### src/rtl/dmu_sii_req_tx_if.sv
// DMU core <-> SII request packetizer bundle: request handshake, payload buffer
// port, SII request bus and write-ack/credit signals.
interface dmu_sii_req_tx_if;
    logic         req_vld;
    logic         req_rdy;
    logic [1:0]   req_type;
    logic         req_bypass;
    logic [127:0] req_hdr;

    logic         pay_rd;
    logic [127:0] pay_data;
    logic [15:0]  pay_be;

    logic         dmu_sii_hdr_vld;
    logic         dmu_sii_reqbypass;
    logic         dmu_sii_datareq;
    logic         dmu_sii_datareq16;
    logic [127:0] dmu_sii_data;
    logic [7:0]   dmu_sii_parity;
    logic [15:0]  dmu_sii_be;

    logic         sii_dmu_wrack_vld;
    logic [3:0]   sii_dmu_wrack_tag;
    logic [4:0]   wr_credits_avail;
    logic         wrack_err;

    // Core / buffer / SII-ack side.
    modport master (
        output req_vld, req_type, req_bypass, req_hdr,
        output pay_data, pay_be,
        output sii_dmu_wrack_vld, sii_dmu_wrack_tag,
        input  req_rdy, pay_rd,
        input  dmu_sii_hdr_vld, dmu_sii_reqbypass, dmu_sii_datareq, dmu_sii_datareq16,
        input  dmu_sii_data, dmu_sii_parity, dmu_sii_be,
        input  wr_credits_avail, wrack_err
    );

    // Packetizer side.
    modport slave (
        input  req_vld, req_type, req_bypass, req_hdr,
        input  pay_data, pay_be,
        input  sii_dmu_wrack_vld, sii_dmu_wrack_tag,
        output req_rdy, pay_rd,
        output dmu_sii_hdr_vld, dmu_sii_reqbypass, dmu_sii_datareq, dmu_sii_datareq16,
        output dmu_sii_data, dmu_sii_parity, dmu_sii_be,
        output wr_credits_avail, wrack_err
    );
endinterface

### src/rtl/dmu_sii_req_tx.sv
// DMU->SII request packetizer: header cycle, payload beats fetched from a
// synchronous-read buffer, per-16b parity, and the DMA write tag/credit pool.
module dmu_sii_req_tx #(
    parameter int unsigned WR_CREDITS = 16,
    parameter int unsigned WR_BEATS   = 4
) (
    input  logic            iol2clk,
    input  logic            rst,
    dmu_sii_req_tx_if.slave bus,
    output logic [1:0]      fsm_state_o
);
    localparam int unsigned BEAT_W = (WR_BEATS > 1) ? $clog2(WR_BEATS) : 1;
    localparam logic [1:0]  T_RD   = 2'b00;
    localparam logic [1:0]  T_WR   = 2'b01;
    localparam logic [1:0]  T_MON  = 2'b10;

    typedef enum logic [1:0] {
        ST_IDLE = 2'd0,
        ST_HDR  = 2'd1,
        ST_PAY  = 2'd2
    } state_e;

    state_e                  state_q, state_d;
    logic [BEAT_W-1:0]       beat_q, beat_d;
    logic [BEAT_W-1:0]       last_q, last_d;
    logic                    hdr_vld_q, hdr_vld_d;
    logic                    bypass_q, bypass_d;
    logic                    datareq_q, datareq_d;
    logic                    datareq16_q, datareq16_d;
    logic [127:0]            hdr_q, hdr_d;
    logic                    pay_rd_q, pay_rd_d;
    logic [WR_CREDITS-1:0]   tags_q, tags_d;
    logic [4:0]              credits_q, credits_d;
    logic                    wrack_err_q, wrack_err_d;

    logic                    can_take;
    logic                    req_rdy;
    logic                    accept;
    logic                    is_write;
    logic                    tag_free;
    logic [3:0]              free_tag;
    logic [127:0]            hdr_img;
    logic [WR_CREDITS-1:0]   ack_mask;
    logic [WR_CREDITS-1:0]   alloc_mask;
    logic                    ack_hit;
    logic [4:0]              pop;
    logic                    in_pay;
    logic [127:0]            data_out;
    logic [7:0]              parity;

    // Lowest-index free tag; descending scan so the last hit is the lowest.
    always_comb begin
        free_tag = '0;
        tag_free = 1'b0;
        for (int i = int'(WR_CREDITS) - 1; i >= 0; i--) begin
            if (!tags_q[i]) begin
                free_tag = 4'(i);
                tag_free = 1'b1;
            end
        end
    end

    // Handshake: a request is taken on the rising edge where req_vld && req_rdy.
    // req_rdy depends only on FSM state, the write tag pool and req_type, never
    // on anything downstream, and a stalled write blocks everything behind it.
    always_comb begin
        can_take = 1'b0;
        case (state_q)
            ST_IDLE: can_take = 1'b1;
            ST_HDR:  can_take = !datareq_q;
            ST_PAY:  can_take = (beat_q == last_q);
            default: can_take = 1'b0;
        endcase
        is_write = (bus.req_type == T_WR);
        req_rdy  = can_take && (!is_write || tag_free);
        accept   = bus.req_vld && req_rdy;
    end

    always_comb begin
        hdr_img = bus.req_hdr;
        if (is_write) begin
            hdr_img[75:72] = free_tag;
        end
    end

    // Tag pool: freeing and allocating in the same cycle touch different bits.
    always_comb begin
        ack_mask   = '0;
        alloc_mask = '0;
        for (int i = 0; i < int'(WR_CREDITS); i++) begin
            ack_mask[i]   = bus.sii_dmu_wrack_vld && (bus.sii_dmu_wrack_tag == 4'(i));
            alloc_mask[i] = accept && is_write && (free_tag == 4'(i));
        end
        ack_hit     = |(ack_mask & tags_q);
        wrack_err_d = bus.sii_dmu_wrack_vld && !ack_hit;
        tags_d      = (tags_q & ~ack_mask) | alloc_mask;
        pop         = '0;
        for (int i = 0; i < int'(WR_CREDITS); i++) begin
            pop = pop + 5'(tags_d[i]);
        end
        credits_d = 5'(WR_CREDITS) - pop;
    end

    always_comb begin
        state_d     = state_q;
        beat_d      = beat_q;
        last_d      = last_q;
        hdr_vld_d   = 1'b0;
        bypass_d    = 1'b0;
        datareq_d   = 1'b0;
        datareq16_d = 1'b0;
        hdr_d       = '0;

        case (state_q)
            ST_IDLE: begin
                if (accept) state_d = ST_HDR;
            end
            ST_HDR: begin
                if (datareq_q) begin
                    state_d = ST_PAY;
                    beat_d  = '0;
                end else begin
                    state_d = accept ? ST_HDR : ST_IDLE;
                end
            end
            ST_PAY: begin
                if (beat_q == last_q) begin
                    state_d = accept ? ST_HDR : ST_IDLE;
                end else begin
                    beat_d = beat_q + 1'b1;
                end
            end
            default: state_d = ST_IDLE;
        endcase

        if (accept) begin
            hdr_vld_d = 1'b1;
            hdr_d     = hdr_img;
            case (bus.req_type)
                T_RD: begin
                    bypass_d = bus.req_bypass;
                    last_d   = '0;
                end
                T_WR: begin
                    datareq_d = 1'b1;
                    bypass_d  = bus.req_bypass;
                    last_d    = BEAT_W'(WR_BEATS - 1);
                end
                T_MON: begin
                    datareq_d   = 1'b1;
                    datareq16_d = 1'b1;
                    last_d      = '0;
                end
                default: begin
                    datareq_d   = 1'b1;
                    datareq16_d = 1'b1;
                    bypass_d    = 1'b1;
                    last_d      = '0;
                end
            endcase
        end

        // pay_rd leads each payload cycle by one: the header cycle and all but the last beat.
        pay_rd_d = (state_d == ST_HDR && datareq_d) ||
                   (state_d == ST_PAY && beat_d != last_q);
    end

    always_ff @(posedge iol2clk or posedge rst) begin
        if (rst) begin
            state_q     <= ST_IDLE;
            beat_q      <= '0;
            last_q      <= '0;
            hdr_vld_q   <= 1'b0;
            bypass_q    <= 1'b0;
            datareq_q   <= 1'b0;
            datareq16_q <= 1'b0;
            hdr_q       <= '0;
            pay_rd_q    <= 1'b0;
            tags_q      <= '0;
            credits_q   <= 5'(WR_CREDITS);
            wrack_err_q <= 1'b0;
        end else begin
            state_q     <= state_d;
            beat_q      <= beat_d;
            last_q      <= last_d;
            hdr_vld_q   <= hdr_vld_d;
            bypass_q    <= bypass_d;
            datareq_q   <= datareq_d;
            datareq16_q <= datareq16_d;
            hdr_q       <= hdr_d;
            pay_rd_q    <= pay_rd_d;
            tags_q      <= tags_d;
            credits_q   <= credits_d;
            wrack_err_q <= wrack_err_d;
        end
    end

    // Payload beats come straight from the buffer's output register, so a beat
    // lands in the cycle right after its pay_rd; outside PAY the mux shows hdr_q.
    always_comb begin
        in_pay   = (state_q == ST_PAY);
        data_out = in_pay ? bus.pay_data : hdr_q;
        for (int i = 0; i < 8; i++) begin
            parity[i] = ^data_out[16*i +: 16];
        end
    end

    assign bus.req_rdy           = req_rdy;
    assign bus.pay_rd            = pay_rd_q;
    assign bus.dmu_sii_hdr_vld   = hdr_vld_q;
    assign bus.dmu_sii_reqbypass = bypass_q;
    assign bus.dmu_sii_datareq   = datareq_q;
    assign bus.dmu_sii_datareq16 = datareq16_q;
    assign bus.dmu_sii_data      = data_out;
    assign bus.dmu_sii_parity    = parity;
    assign bus.dmu_sii_be        = in_pay ? bus.pay_be : 16'h0000;
    assign bus.wr_credits_avail  = credits_q;
    assign bus.wrack_err         = wrack_err_q;
    assign fsm_state_o           = state_q;
endmodule

### src/flat_wrapper.sv
// flat-port wrapper written by rule: the top's interface ports become plain ports
module dmu_sii_req_tx_flat 
#(
    parameter int unsigned WR_CREDITS = 16,
    parameter int unsigned WR_BEATS   = 4
)
  (iol2clk, rst, fsm_state_o, bus_req_vld, bus_req_type, bus_req_bypass, bus_req_hdr, bus_pay_data, bus_pay_be, bus_sii_dmu_wrack_vld, bus_sii_dmu_wrack_tag, bus_req_rdy, bus_pay_rd, bus_dmu_sii_hdr_vld, bus_dmu_sii_reqbypass, bus_dmu_sii_datareq, bus_dmu_sii_datareq16, bus_dmu_sii_data, bus_dmu_sii_parity, bus_dmu_sii_be, bus_wr_credits_avail, bus_wrack_err);
  dmu_sii_req_tx_if bus_i ();
  input  logic iol2clk;
  input  logic rst;
  output logic [1:0] fsm_state_o;
  input wire logic [$bits(bus_i.req_vld)-1:0] bus_req_vld;
  input wire logic [$bits(bus_i.req_type)-1:0] bus_req_type;
  input wire logic [$bits(bus_i.req_bypass)-1:0] bus_req_bypass;
  input wire logic [$bits(bus_i.req_hdr)-1:0] bus_req_hdr;
  input wire logic [$bits(bus_i.pay_data)-1:0] bus_pay_data;
  input wire logic [$bits(bus_i.pay_be)-1:0] bus_pay_be;
  input wire logic [$bits(bus_i.sii_dmu_wrack_vld)-1:0] bus_sii_dmu_wrack_vld;
  input wire logic [$bits(bus_i.sii_dmu_wrack_tag)-1:0] bus_sii_dmu_wrack_tag;
  output wire logic [$bits(bus_i.req_rdy)-1:0] bus_req_rdy;
  output wire logic [$bits(bus_i.pay_rd)-1:0] bus_pay_rd;
  output wire logic [$bits(bus_i.dmu_sii_hdr_vld)-1:0] bus_dmu_sii_hdr_vld;
  output wire logic [$bits(bus_i.dmu_sii_reqbypass)-1:0] bus_dmu_sii_reqbypass;
  output wire logic [$bits(bus_i.dmu_sii_datareq)-1:0] bus_dmu_sii_datareq;
  output wire logic [$bits(bus_i.dmu_sii_datareq16)-1:0] bus_dmu_sii_datareq16;
  output wire logic [$bits(bus_i.dmu_sii_data)-1:0] bus_dmu_sii_data;
  output wire logic [$bits(bus_i.dmu_sii_parity)-1:0] bus_dmu_sii_parity;
  output wire logic [$bits(bus_i.dmu_sii_be)-1:0] bus_dmu_sii_be;
  output wire logic [$bits(bus_i.wr_credits_avail)-1:0] bus_wr_credits_avail;
  output wire logic [$bits(bus_i.wrack_err)-1:0] bus_wrack_err;
  assign bus_i.req_vld = bus_req_vld;
  assign bus_i.req_type = bus_req_type;
  assign bus_i.req_bypass = bus_req_bypass;
  assign bus_i.req_hdr = bus_req_hdr;
  assign bus_i.pay_data = bus_pay_data;
  assign bus_i.pay_be = bus_pay_be;
  assign bus_i.sii_dmu_wrack_vld = bus_sii_dmu_wrack_vld;
  assign bus_i.sii_dmu_wrack_tag = bus_sii_dmu_wrack_tag;
  assign bus_req_rdy = bus_i.req_rdy;
  assign bus_pay_rd = bus_i.pay_rd;
  assign bus_dmu_sii_hdr_vld = bus_i.dmu_sii_hdr_vld;
  assign bus_dmu_sii_reqbypass = bus_i.dmu_sii_reqbypass;
  assign bus_dmu_sii_datareq = bus_i.dmu_sii_datareq;
  assign bus_dmu_sii_datareq16 = bus_i.dmu_sii_datareq16;
  assign bus_dmu_sii_data = bus_i.dmu_sii_data;
  assign bus_dmu_sii_parity = bus_i.dmu_sii_parity;
  assign bus_dmu_sii_be = bus_i.dmu_sii_be;
  assign bus_wr_credits_avail = bus_i.wr_credits_avail;
  assign bus_wrack_err = bus_i.wrack_err;
  dmu_sii_req_tx #(.WR_CREDITS(WR_CREDITS), .WR_BEATS(WR_BEATS)) u_core (.iol2clk(iol2clk), .rst(rst), .bus(bus_i), .fsm_state_o(fsm_state_o));
endmodule
### config.mk
export PLATFORM = sky130hd
export DESIGN_NAME = dmu_sii_req_tx_flat
export DESIGN_NICKNAME = d
export VERILOG_FILES = /design/src/rtl/dmu_sii_req_tx_if.sv /design/src/rtl/dmu_sii_req_tx.sv /design/src/flat_wrapper.sv
export SDC_FILE = /design/constraint.sdc
export NUM_CORES = 1
export LEC_CHECK = 0
export ABC_AREA = 1
export BUFFER_PORTS_ARGS = -buffer_cell sky130_fd_sc_hd__buf_2
export CAP_MARGIN = 40
export CORE_AREA = 2 2 176 178
export CTS_BUF_LIST = sky130_fd_sc_hd__clkbuf_16
export CTS_CLUSTER_SIZE = 25
export DETAILED_ROUTE_END_ITERATION = 7
export DIE_AREA = 0 0 178 180
export GPL_TIMING_DRIVEN = 0
export PLACE_DENSITY = 0.65
export SLEW_MARGIN = 0
export SYNTH_ARGS = -nofsm -noshare
export SYNTH_HDL_FRONTEND = slang
export SYNTH_SLANG_ARGS = --single-unit
### constraint.sdc
create_clock -name iol2clk -period 6 [get_ports iol2clk]
set_clock_uncertainty 0.05 [all_clocks]
set_input_delay 0.9 -clock iol2clk [delete_from_list [all_inputs] [get_ports iol2clk]]
set_output_delay 0.9 -clock iol2clk [all_outputs]
set_load 0.02 [all_outputs]
Word-level counts from Yosys, hierarchy flattened:

Cells that the tools add are included.
Widths: inputs -> output; s select.

* register bits: 161
* bits of input ports: 283
* output and inout bits: 166
* logic and storage cells: 181

* $add $sub $neg: 17
* equal/unequal tests: 38
* mux-type cells: 53
* bitwise operators: 4
* reduce and logical (&&, ||, !) cells: 57

Operator list (number)
* $mux 128: 2
* $reduce_xor 16->1: 8
* $add 5x1->5: 14
* $mux 4: 17
* $eq 4x4->1 const B: 16
* $logic_and 1x1->1: 38
* $and 16x16->16: 2
* $eq 4x3->1 const B: 8
* $mux 1: 23
* $eq 4x2->1 const B: 4
* $mux 16: 1
* $not 16->16: 1
* $or 16x16->16: 1
* $reduce_or 16->1: 1
* $mux 2: 6
* $eq 4x1->1 const B: 2
* $logic_not 4->1: 2
* $eq 2x1->1 const B: 3
* $eq 2x2->1 const B: 3
* $pmux 2 s3: 1
* $sub 5x5->5 const A: 1
* $logic_not 2->1: 2
* $pmux 2 s2: 1
* $logic_not 1->1: 3
* 8 further kinds: 9

Logic depth before layout (Yosys ltp):

Gate-level depths: netlist of the first run.

* depth in word-level cells: 38
* depth in mapped cells: 33
* mapped depth without buffers: 33

Least setup slack after synthesis of the first run:

No wires, ideal clock.

* path type: in2reg
* start: input bus_req_type[0]
* end: register u_core.credits_q[3], in the netlist u_core.bus.wr_credits_avail[3]
* setup time: 0.114 ns
* data arrival time: 5.287 ns
* data required time: 5.836 ns
* slack: 0.550 ns
* cell stages on the path: 22
* path buffers: 0
* cells stage by stage: inv_1 -> nor2_4 -> inv_1 -> nor3_1 -> nand2_1 -> nand3_2 -> nor2_1 -> nand2_1 -> nor2_2 -> nand3_1 -> nand2_1 -> fa_1 -> ha_1 -> fa_1 -> fa_1 -> fa_1 -> fa_1 -> inv_1 -> ha_1 -> inv_1 -> fa_1 -> inv_1

* elaborated cells on any way between the ends: 39
* those cells by class: add/sub (16); eq/ne (1); bitwise (1); reduce/logical (21)

RTL lines
* start, declared: line flat_wrapper.sv:13 `input wire logic [$bits(bus_i.req_type)-1:0] bus_req_type;`
* $eq 2x1->1 (*): line dmu_sii_req_tx.sv:74 `is_write = (bus.req_type == T_WR);`
* $logic_not 1->1: line dmu_sii_req_tx.sv:75 `req_rdy = can_take && (!is_write || tag_free);`
* $logic_or 1x1->1: line dmu_sii_req_tx.sv:75
* $logic_and 1x1->1: line dmu_sii_req_tx.sv:75
* $logic_and 1x1->1: line dmu_sii_req_tx.sv:76 `accept = bus.req_vld && req_rdy;`
* $logic_and 1x1->1 (*) (2 in a row): line dmu_sii_req_tx.sv:92 `alloc_mask[i] = accept && is_write && (free_tag == 4'(i));`
* $or 16x16->16 (*): line dmu_sii_req_tx.sv:96 `tags_d = (tags_q & ~ack_mask) | alloc_mask;`
* via u_core.tags_d[8]: line dmu_sii_req_tx.sv:32 `logic [WR_CREDITS-1:0] tags_q, tags_d;`
* $add 5x1->5 (*) (8 in a row): line dmu_sii_req_tx.sv:99 `pop = pop + 5'(tags_d[i]);`
* $sub 5x5->5 (*): line dmu_sii_req_tx.sv:101 `credits_d = 5'(WR_CREDITS) - pop;`
* via u_core.credits_d[3]: line dmu_sii_req_tx.sv:33 `logic [4:0] credits_q, credits_d;`
* end signal, assigned: line dmu_sii_req_tx.sv:180 `credits_q <= 5'(WR_CREDITS);`
* end signal, assigned: line dmu_sii_req_tx.sv:193 `credits_q <= credits_d;`
* end, declared: line dmu_sii_req_tx.sv:33

Mark *: on every way through the listed nets, which the timed path passes. The rest lies on a longest branch.
A chain may end at the register's enable or synchronous reset.

Worst setup path after layout of the first run:

* start: register u_core.state_q[0], in the netlist u_core.fsm_state_o[0]
* end: register u_core.credits_q[4], in the netlist u_core.bus.wr_credits_avail[4]

* elaborated cells on any way between the ends: 40
* those cells by class: add/sub (16); eq/ne (2); mux (1); bitwise (1); reduce/logical (20)

RTL lines
* start, declared: line dmu_sii_req_tx.sv:23 `state_e state_q, state_d;`
* start signal, assigned: line dmu_sii_req_tx.sv:183 `state_q <= state_d;`
* $eq 2x2->1, or another cell as far along: line dmu_sii_req_tx.sv:68 `case (state_q)`
* $pmux 1 s3 (*): line dmu_sii_req_tx.sv:68
* $logic_and 1x1->1 (*): line dmu_sii_req_tx.sv:75
* $logic_and 1x1->1 (*): line dmu_sii_req_tx.sv:76
* $logic_and 1x1->1 (*) (2 in a row): line dmu_sii_req_tx.sv:92
* $or 16x16->16 (*): line dmu_sii_req_tx.sv:96
* via u_core.tags_d[5]: line dmu_sii_req_tx.sv:32
* $add 5x1->5 (*) (11 in a row): line dmu_sii_req_tx.sv:99
* $sub 5x5->5 (*): line dmu_sii_req_tx.sv:101
* via u_core.credits_d[4]: line dmu_sii_req_tx.sv:33

Marks and branches as above.

==> results_dict.tcl, run 1 <==
set metrics [dict create \
    p_comb_frac 0.650 \
    syn_area_um2 9250 \
    synth_cells 1249 \
    grt_pass1_vias 9481 \
    wire_per_inst_um 18.4 \
    fmax_ghz 0.178 \
    cts-buffers-inserted 17 \
    internal-power_uw 3610 \
    tns_ns 0 \
    min_period_over_period 0.935 \
    pwr-share-clk 0.147 \
    area_delta_synth_final_pct 37.4 \
    yosysTopAreaCell "dfrtp_1" \
    endpoint_kind "flop" \
    rsz0062_at_grt "no" \
    synth_cell_types 29 \
    clkSinkCount 160 \
    irDropWorstVdd_uv 442 \
    cts_root_buf "clkbuf_16" \
    fillers 3232 \
    drc 0 \
    cts.path.max_buffers 2 \
    gp_congestion 0.963 \
    p_per_area_nw_per_um2 575 \
    die_h_um 180 \
    drt_pass1_iterations 5 \
    wirelength_mm 39.4 \
    syn_nets 1560 \
    drt-vias-per-instance 4.47 \
    seq_area_frac_synth 0.433 \
    crit_chain "inv_2 -> ha_4 -> inv_2 -> buf_4 -> o21ai_1 -> inv_1 -> nor2_4 -> nand3_4 -> nor3_4 -> nand4_1 -> nand2_1 -> fa_1 -> inv_1 -> ha_1 -> inv_1 -> fa_1 -> fa_1 -> fa_1 -> fa_1 -> inv_1 -> ha_1 -> inv_1 -> fa_1 -> xnor2_2" \
    grt_use_total 0.239 \
    die_w_um 178 \
    status "completed" \
    overflow 0 \
    synth_edf_count 0 \
    critPathArrivalTime_ns 5.92 \
    hold_viol 0 \
    core_um2 30200 \
    layout_common_cells "buf_2, nand2_1, inv_1" \
    fin_nets 2034 \
    seqPwrFrac 0.203 \
    netlist_top_cells_area "dfrtp_1, nand2_1, xnor2_1" \
    postRouteAntennaNets 0 \
    cp_slowest_cell "fa_1" \
    rr_worst_depth 24 \
    drt_iter0_drc 615 \
    dp.final_hpwl_mm 30.7 \
    swShare 0.506 \
    cpPeakStageDelay_ns 0.53 \
    relSlewSlack 0.567 \
    numPortBuffers 448 \
    ys_warn_count 0 \
    ys_dominant_reg_cell "dfrtp_1" \
    path_clk_slew_ns 0.07 \
    ys_seq_elements 160 \
    r2r-end "u_core.bus.wr_credits_avail[4]" \
    avgSynthCellArea_um2 7.41 \
    vias 9564 \
    r2r-start "u_core.fsm_state_o[0]" \
    drive_gt1_frac 0.315 \
    antenna_found_initial 9 \
    drv_slew 0 \
    critPathKind "flop to flop" \
    tightest_slew_ns 0.645 \
    setup_viol_count_final 0 \
    leakagePower_uw 0.00787 \
    rows 64 \
    worst_slack_ns 0.390 \
    setup.worst_path.start_class "flop" \
    place_ws_ns -0.0103 \
    crit_fanout 10 \
    power_switching_uw 3710 \
    dieArea_um2 32000 \
    async_flop_share 1.00 \
    cts_hold_buf 0 \
    grt_max_degree 101 \
    grt_pass1_wl_mm 55.8 \
    cts_tree "done" \
    max_cap_viol_count 0 \
    min_period_ns 5.61 \
    clk_latency_ns 0.43 \
    rrSetupSlack_ns 0.39 \
    ioPinCount 449 \
    hp-class "input port to asynchronous set/reset pin" \
    critical_path_required_ns 6.31 \
    cts.htree.levels 4 \
    crit_top_cell "fa_1" \
    synth_top_area_share 0.430 \
    layout_commonest_cell "buf_2" \
    start_util 0.306 \
]
==> worst max-delay path, delay by kind of cell, from the launching register on <==
family,cells,cell delay [ns]
fa+ha+maj,9,3.23
compound gates,1,0.15
simple gates,5,0.79
xor+xnor,1,0.15
flops,1,0.42
buf+inv,8,0.72
==> sequential cells by signal, indices dropped and copies added (netlist names) <==
| name | flops |
|---|---|
| u_core.tags_q | 16 |
| u_core.bus.dmu_sii_datareq16 | 1 |
| u_core.bus.dmu_sii_reqbypass | 1 |
| u_core.bus.wr_credits_avail | 5 |
| u_core.bus.dmu_sii_datareq | 1 |
| u_core.hdr_q | 128 |
| u_core.beat_q | 2 |
| u_core.bus.wrack_err | 1 |
| u_core.fsm_state_o | 2 |
| u_core.bus.pay_rd | 1 |
| u_core.last_q | 1 |
| u_core.bus.dmu_sii_hdr_vld | 1 |
==> cells in the mapped netlist (3+ instances only) <==
library cell,n
nand2_1,465
inv_1,197
dfrtp_1,159
nor2_1,142
xnor2_1,85
buf_2,41
xor2_1,36
nand3_1,32
ha_1,18
nand4_1,16
fa_1,10
o21ai_0,10
a21oi_1,8
nor3_1,6
buf_4,4
a211oi_1,3
nor2_2,3
o21ai_1,3
==> cell type report <==
cell class                      count  area (um2)  area share
Multi-Input combinational cell    845        4330       0.340
Sequential cell                   160        4010       0.315
Timing Repair Buffer              455        2310       0.182
Inverter                          198         751      0.0590
Tap cell                          396         495      0.0390
Clock buffer                       17         425      0.0335
Buffer                             46         239      0.0188
Clock inverter                     15         145      0.0114
Antenna cell                        8        20.0     0.00157
==> cells by family (layout without fill, tap and decap cells) <==
logic type,Yosys count,count (layout),share of synthesized area
other cells,0,8,0
simple gates,667,667,0.283
compound gates,29,29,0.0177
xor+xnor,121,121,0.115
buf+inv,244,731,0.106
fa+ha+maj,28,28,0.0460
flops,160,160,0.433
==> metrics by stage <==
stage / hold slack [ns] / instances / cell area, um2 / power, uW / utilization
6_report: 0.425 / 2140 / 12700 / 7320 / 0.421
5_1_grt: 0.461 / 2140 / 12700 / 7790 / 0.421
4_1_cts: 0.438 / 2128 / 12600 / 7340 / 0.418
3_5_place_dp: 0.543 / 2096 / 12000 / 6220 / 0.399
3_3_place_gp: 0.523 / 2093 / 12000 / 6170 / 0.397
2_1_floorplan: 0.484 / 1249 / 9250 / 4570 / -
==> what timing repair did <==
action / in CTS / in global routing
setup buffers: 0 / 4
hold endpoints to repair: 0 / 0
endpoints found under the setup margin: 2 / 2
pin swaps: 0 / 2
resized for setup: 1 / 12
==> metal layers <==
layer  part of all wire  vias up  track usage
li1                   -     4625            -
met1               0.41     4523        0.292
met2               0.51      366        0.424
met3              0.056       48       0.0360
met4              0.022        2       0.0810
met5            0.00033        -            0
==> power groups by stage <==
stage | logic [uW] | registers (uW) | clock network (uW)
6_report | 4760 | 1480 | 1080
2_1_floorplan | 3050 | 1520 | 0
4_1_cts | 4760 | 1480 | 1100
3_3_place_gp | 4680 | 1490 | 0
3_5_place_dp | 4720 | 1500 | 0
5_1_grt | 5130 | 1510 | 1150
==> how the worst max path moves through the flow <==
stage / to / cells after the start / start / slack (ns)
floorplan: u_core.bus.wr_credits_avail[3] / 22 / bus_req_type[0] / 0.55
global placement: u_core.hdr_q[62] / 2 / rst / -1.38
detailed placement: u_core.bus.wr_credits_avail[3] / 26 / u_core.fsm_state_o[0] / -0.01
CTS: u_core.bus.wr_credits_avail[4] / 24 / u_core.fsm_state_o[0] / 0.07
global route: u_core.bus.wr_credits_avail[4] / 33 / u_core.tags_q[15] / 0.009
finish: u_core.bus.wr_credits_avail[4] / 24 / u_core.fsm_state_o[0] / 0.39
No activity file was read; power rests on OpenSTA's default activity.
==> run 2, diff against run 1 <==
- CORE_AREA: 2 2 176 178 -> 2 2 174 176
- DIE_AREA: 0 0 178 180 -> 0 0 176 178
- PLACE_DENSITY: 0.65 -> 0.66
- clock period: 6 -> 6.84 ns (I/O delays scaled with it)
==> run 2 against run 1 <==
Compared with the run above: worst setup slack better by 0.43 ns; global-route usage up 0.31 points; count of clock-buffer cells in the layout unchanged.
==> results_dict.tcl, run 2 (synthesis results as in run 1) <==
set metrics [dict create \
    regArea_um2 4010 \
    dieArea_um2 31300 \
    multiInputGateArea_um2 4260 \
    ioPinCount 449 \
    layout_common_cells "buf_2, nand2_1, inv_1" \
    drt_iter0_drc 723 \
    setup.worst_path.start_class "flop" \
    clk_latency_ns 0.42 \
    top_register "u_core.hdr_q" \
    wire_per_inst_um 18.3 \
    rows 63 \
    die_w_um 176 \
    min_period_over_period 0.881 \
    fmax_ghz 0.166 \
    largest_reg_flops 128 \
    status "completed" \
    fin_util 0.429 \
    fin_nets 2030 \
    cts_tree "done" \
    layout_commonest_cell "buf_2" \
    drt-vias-per-instance 4.51 \
    min_period_ns 6.02 \
    critPathKind "flop to flop" \
    crit_fanout 10 \
    postRouteAntennaNets 0 \
    overflow 0 \
    relSlewSlack 0.572 \
    antenna_found_initial 5 \
    drive_gt1_frac 0.308 \
    wirelength_mm 39.0 \
    cts-buffers-inserted 17 \
    clkSinkCount 160 \
    die_h_um 178 \
    hold_viol 0 \
    path_clk_slew_ns 0.07 \
    rsz0062_at_grt "no" \
    cts-resized-gates 0 \
    numPortBuffers 448 \
    vias 9586 \
    p_per_area_nw_per_um2 504 \
    fin_area_um2 12600 \
    leakagePower_uw 0.00783 \
    drc 0 \
    cts_root_buf "clkbuf_16" \
    cts.path.max_buffers 2 \
    setup_viol_count_final 0 \
    drt_pass1_iterations 6 \
    irDropWorstVdd_uv 278 \
    grt_use_total 0.242 \
    critPathArrivalTime_ns 6.29 \
    max_cap_viol_count 0 \
    cts_hold_buf 0 \
    grt_pass1_wl_mm 54.9 \
    endpoint_kind "flop" \
    gp_congestion 0.914 \
    grt_max_degree 89 \
    core_um2 29400 \
    drv_slew 0 \
    dp.final_hpwl_mm 30.9 \
    critical_path_required_ns 7.11 \
    postPlaceCellArea_um2 12000 \
    grt_pass1_vias 9221 \
    tightest_slew_ns 0.640 \
    start_util 0.315 \
    fillers 3084 \
    cts.htree.levels 4 \
    hp-class "flop to flop" \
    postCtsSetupRepairBufs 0 \
    area_delta_synth_final_pct 36.4 \
]
==> run 2: cell types whose count changed in the layout (fill, tap and decap cells not counted), moves of 2 or more <==
| cell | previous run | this run |
|---|---|---|
| diode_2 | 8 | 4 |
| buf_4 | 8 | 4 |
| inv_8 | 6 | 2 |
| nor3_1 | 4 | 6 |
| nor2_4 | 3 | 1 |
| nand2_2 | 2 | 0 |
| nand2_1 | 463 | 465 |
| bufinv_16 | 0 | 2 |
==> run 2: metal layers <==
layer	up-vias	GRT usage	share of wire
met4	2	0.0709	0.020
met2	423	0.419	0.50
li1	4612	-	-
met3	40	0.0403	0.067
met5	-	0	0.00041
met1	4509	0.312	0.41
==> run 2: through the flow <==
step	setup TNS, ns	cells	hold slack, ns	worst slack [ns]	power, uW
global placement	-97.80	2087	0.523	-0.635	5370
global route	0	2124	0.591	0.477	6770
finish	0	2125	0.556	0.817	6360
CTS	0	2121	0.553	0.806	6410
floorplan	0	1249	0.484	1.26	4010
detailed placement	0	2090	0.537	0.666	5410
==> run 2: cell type report <==
cell class,instances,share of cell area
timing repair buffer,451,0.181
tap,390,0.0387
buffer,46,0.0189
clock buffer,17,0.0337
inverter,198,0.0595
clock inverter,14,0.0124
multi-input combinational,845,0.338
antenna,4,0.000793
sequential,160,0.317
==> run 2: worst max-delay path: stages, from the launching register on <==
cell and delay, ns:
dfrtp_1 0.42, inv_1 0.11, ha_1 0.34, inv_2 0.07
buf_4 0.23, o21ai_1 0.16, inv_1 0.06, nor2_2 0.13
nand3_2 0.20, nor3_1 0.44, nand4_1 0.19, nand2_1 0.15
fa_1 0.43, inv_1 0.08, ha_1 0.14, inv_1 0.05
fa_1 0.53, fa_1 0.43, fa_1 0.40, fa_1 0.45
inv_1 0.08, ha_1 0.13, inv_1 0.05, fa_1 0.54
inv_1 0.04
==> run 2: power by group <==
group / total [uW] / switching [uW] / internal (uW)
clock: 974 / 430 / 544
combinational: 4080 / 2640 / 1440
sequential: 1300 / 91.2 / 1210
total: 6360 / 3160 / 3200
==> run 2: path summary, 6_finish.rpt <==
check / from / slack [ns] / depth (start not counted) / to
setup / recovery: u_core.fsm_state_o[0] / 0.82 / 24 / u_core.bus.wr_credits_avail[3]
hold / removal: u_core.tags_q[12] / 0.56 / 2 / u_core.tags_q[12]
setup reg to reg: u_core.fsm_state_o[0] / 0.82 / 24 / u_core.bus.wr_credits_avail[3]
hold reg to reg: u_core.tags_q[12] / 0.56 / 2 / u_core.tags_q[12]
max in group asynchronous: rst / 5.29 / 3 / u_core.hdr_q[47]
min in group asynchronous: rst / 0.59 / 2 / u_core.hdr_q[112]
==> run 3, diff against run 2 <==
- CORE_AREA: 2 2 174 176 -> 2 2 172 174
- CTS_BUF_LIST: sky130_fd_sc_hd__clkbuf_16 -> sky130_fd_sc_hd__clkbuf_4
- DIE_AREA: 0 0 176 178 -> 0 0 174 176
- PLACE_DENSITY: 0.66 -> 0.67
==> run 3 against run 2 <==
Compared with the run above: wire length shrank 0.80%; cell count fell by 0.14%; final area shrank 2.4%; first-iteration DRC count is 7.1% lower; non-clock buffer count is the same; register-to-register slack got worse by 0.14 ns; clock power decreased by 41%; power decreased by 5.9%; worst hold slack got worse by 0.080 ns; sequential share of layout area rose by 0.79 points; worst setup slack lost 0.14 ns; fmax down 2.3%; largest cell class unchanged.
==> results_dict.tcl, run 3 (synthesis results as in run 1) <==
set metrics [dict create \
    status "completed" \
    hold_viol 0 \
    worst_slack_ns 0.674 \
    tightest_slew_ns 0.617 \
    core_um2 28500 \
    clkSinkCount 160 \
    multiInputGateArea_um2 4260 \
    crit_fanout 10 \
    critPathArrivalTime_ns 6.57 \
    area_delta_synth_final_pct 33.1 \
    drive_gt1_frac 0.309 \
    setup_viol_count_final 0 \
    antenna_found_initial 7 \
    numPortBuffers 448 \
    postPlaceCellArea_um2 12000 \
    vias 9672 \
    layout_commonest_cell "buf_2" \
    rr_worst_depth 24 \
    dp.final_hpwl_mm 30.5 \
    critical_path_required_ns 7.25 \
    critPathKind "flop to flop" \
    top_register "u_core.hdr_q" \
    start_util 0.324 \
    cts_hold_buf 0 \
    layout_common_cells "buf_2, nand2_1, inv_1" \
    grt_pass1_wl_mm 55.9 \
    wire_per_inst_um 18.2 \
    fmax_ghz 0.162 \
    cts.path.max_buffers 2 \
    min_period_over_period 0.901 \
    drv_slew 0 \
    die_h_um 176 \
    die_w_um 174 \
    drt_pass1_iterations 6 \
    max_cap_viol_count 0 \
    wirelength_mm 38.7 \
    endpoint_kind "flop" \
    grt_pass1_vias 9480 \
    drc 0 \
    rsz0062_at_grt "no" \
    drt_iter0_drc 672 \
    relSlewSlack 0.585 \
    dieArea_um2 30600 \
    largest_reg_flops 128 \
    cts_root_buf "clkbuf_4" \
    cts-buffers-inserted 17 \
    fillers 3036 \
    path_clk_slew_ns 0.15 \
    leakagePower_uw 0.00768 \
    p_per_area_nw_per_um2 486 \
    rows 62 \
    gp_congestion 0.949 \
    overflow 0 \
    cts-resized-gates 0 \
    hp-class "input port to asynchronous set/reset pin" \
    setup.worst_path.start_class "flop" \
    fin_area_um2 12300 \
    clk_latency_ns 0.53 \
    irDropWorstVdd_uv 253 \
    cts_tree "done" \
    grt_max_degree 87 \
    postRouteAntennaNets 0 \
    drt-vias-per-instance 4.56 \
    r2r-end "u_core.bus.wr_credits_avail[4]" \
    rrSetupSlack_ns 0.67 \
    place_ws_ns 0.673 \
    grt_use_total 0.247 \
    min_period_ns 6.17 \
    cts.htree.levels 4 \
    regArea_um2 4010 \
    fin_nets 2030 \
    postCtsSetupRepairBufs 0 \
    r2r-start "u_core.fsm_state_o[0]" \
    ioPinCount 449 \
]
run 3: changes by cell type in the layout (fill, tap and decap cells not counted), moves of 2 or more:
| cell | delta |
|---|---|
| clkbuf_16 | -17 |
| clkinvlp_4 | +2 |
| diode_2 | +3 |
| clkbuf_4 | +17 |
run 3: routing by layer:
metal  GRT usage  part of all wire
met5           0                 0
met4      0.0784             0.025
met3      0.0349             0.057
met2       0.435              0.50
met1       0.314              0.41
run 3: power breakdown:
group	switching, uW	internal (uW)	total (uW)
sequential	85.0	1210	1290
clock	388	191	579
combinational	2670	1450	4110
run 3: through the flow:
step	power [uW]	hold WS (ns)	cells	setup TNS, ns	utilization
detailed placement	5430	0.545	2084	0	0.421
floorplan	4010	0.484	1249	0	-
global route	6380	0.435	2121	0	0.431
CTS	6040	0.437	2115	0	0.431
global placement	5380	0.524	2081	-89.60	0.419
finish	5980	0.477	2122	0	0.431
run 3: critical path: stages (launching register included):
cell and delay (ns):
dfrtp_1 0.45, inv_1 0.11, ha_1 0.31, inv_2 0.07
buf_4 0.23, o21ai_1 0.16, inv_1 0.06, nor2_2 0.13
nand3_2 0.21, nor3_1 0.54, nand4_1 0.17, nand2_1 0.13
fa_1 0.47, inv_1 0.09, ha_1 0.13, inv_1 0.05
fa_1 0.53, fa_1 0.46, fa_1 0.41, fa_1 0.47
inv_1 0.07, ha_1 0.14, inv_1 0.05, fa_1 0.42
xnor2_1 0.19
run 3: layout make-up:
class,instances,area share
Timing Repair Buffer,451,0.185
Tap cell,384,0.0390
Inverter,198,0.0610
Multi-Input combinational cell,845,0.346
Sequential cell,160,0.325
Clock inverter,14,0.0121
Antenna cell,7,0.00142
Clock buffer,17,0.0104
Buffer,46,0.0194
run 3: how the worst max path moves through the flow:
| stage | startpoint | end | slack [ns] | depth (start not counted) |
|---|---|---|---|---|
| global placement | rst | u_core.hdr_q[61] | -0.58 | 2 |
| floorplan | bus_req_type[0] | u_core.bus.wr_credits_avail[3] | 1.26 | 22 |
| global route | u_core.fsm_state_o[0] | u_core.bus.wr_credits_avail[4] | 0.35 | 26 |
| finish | u_core.fsm_state_o[0] | u_core.bus.wr_credits_avail[4] | 0.67 | 24 |
| detailed placement | bus_req_type[0] | u_core.bus.wr_credits_avail[3] | 0.67 | 24 |
| CTS | u_core.fsm_state_o[0] | u_core.bus.wr_credits_avail[4] | 0.68 | 24 |
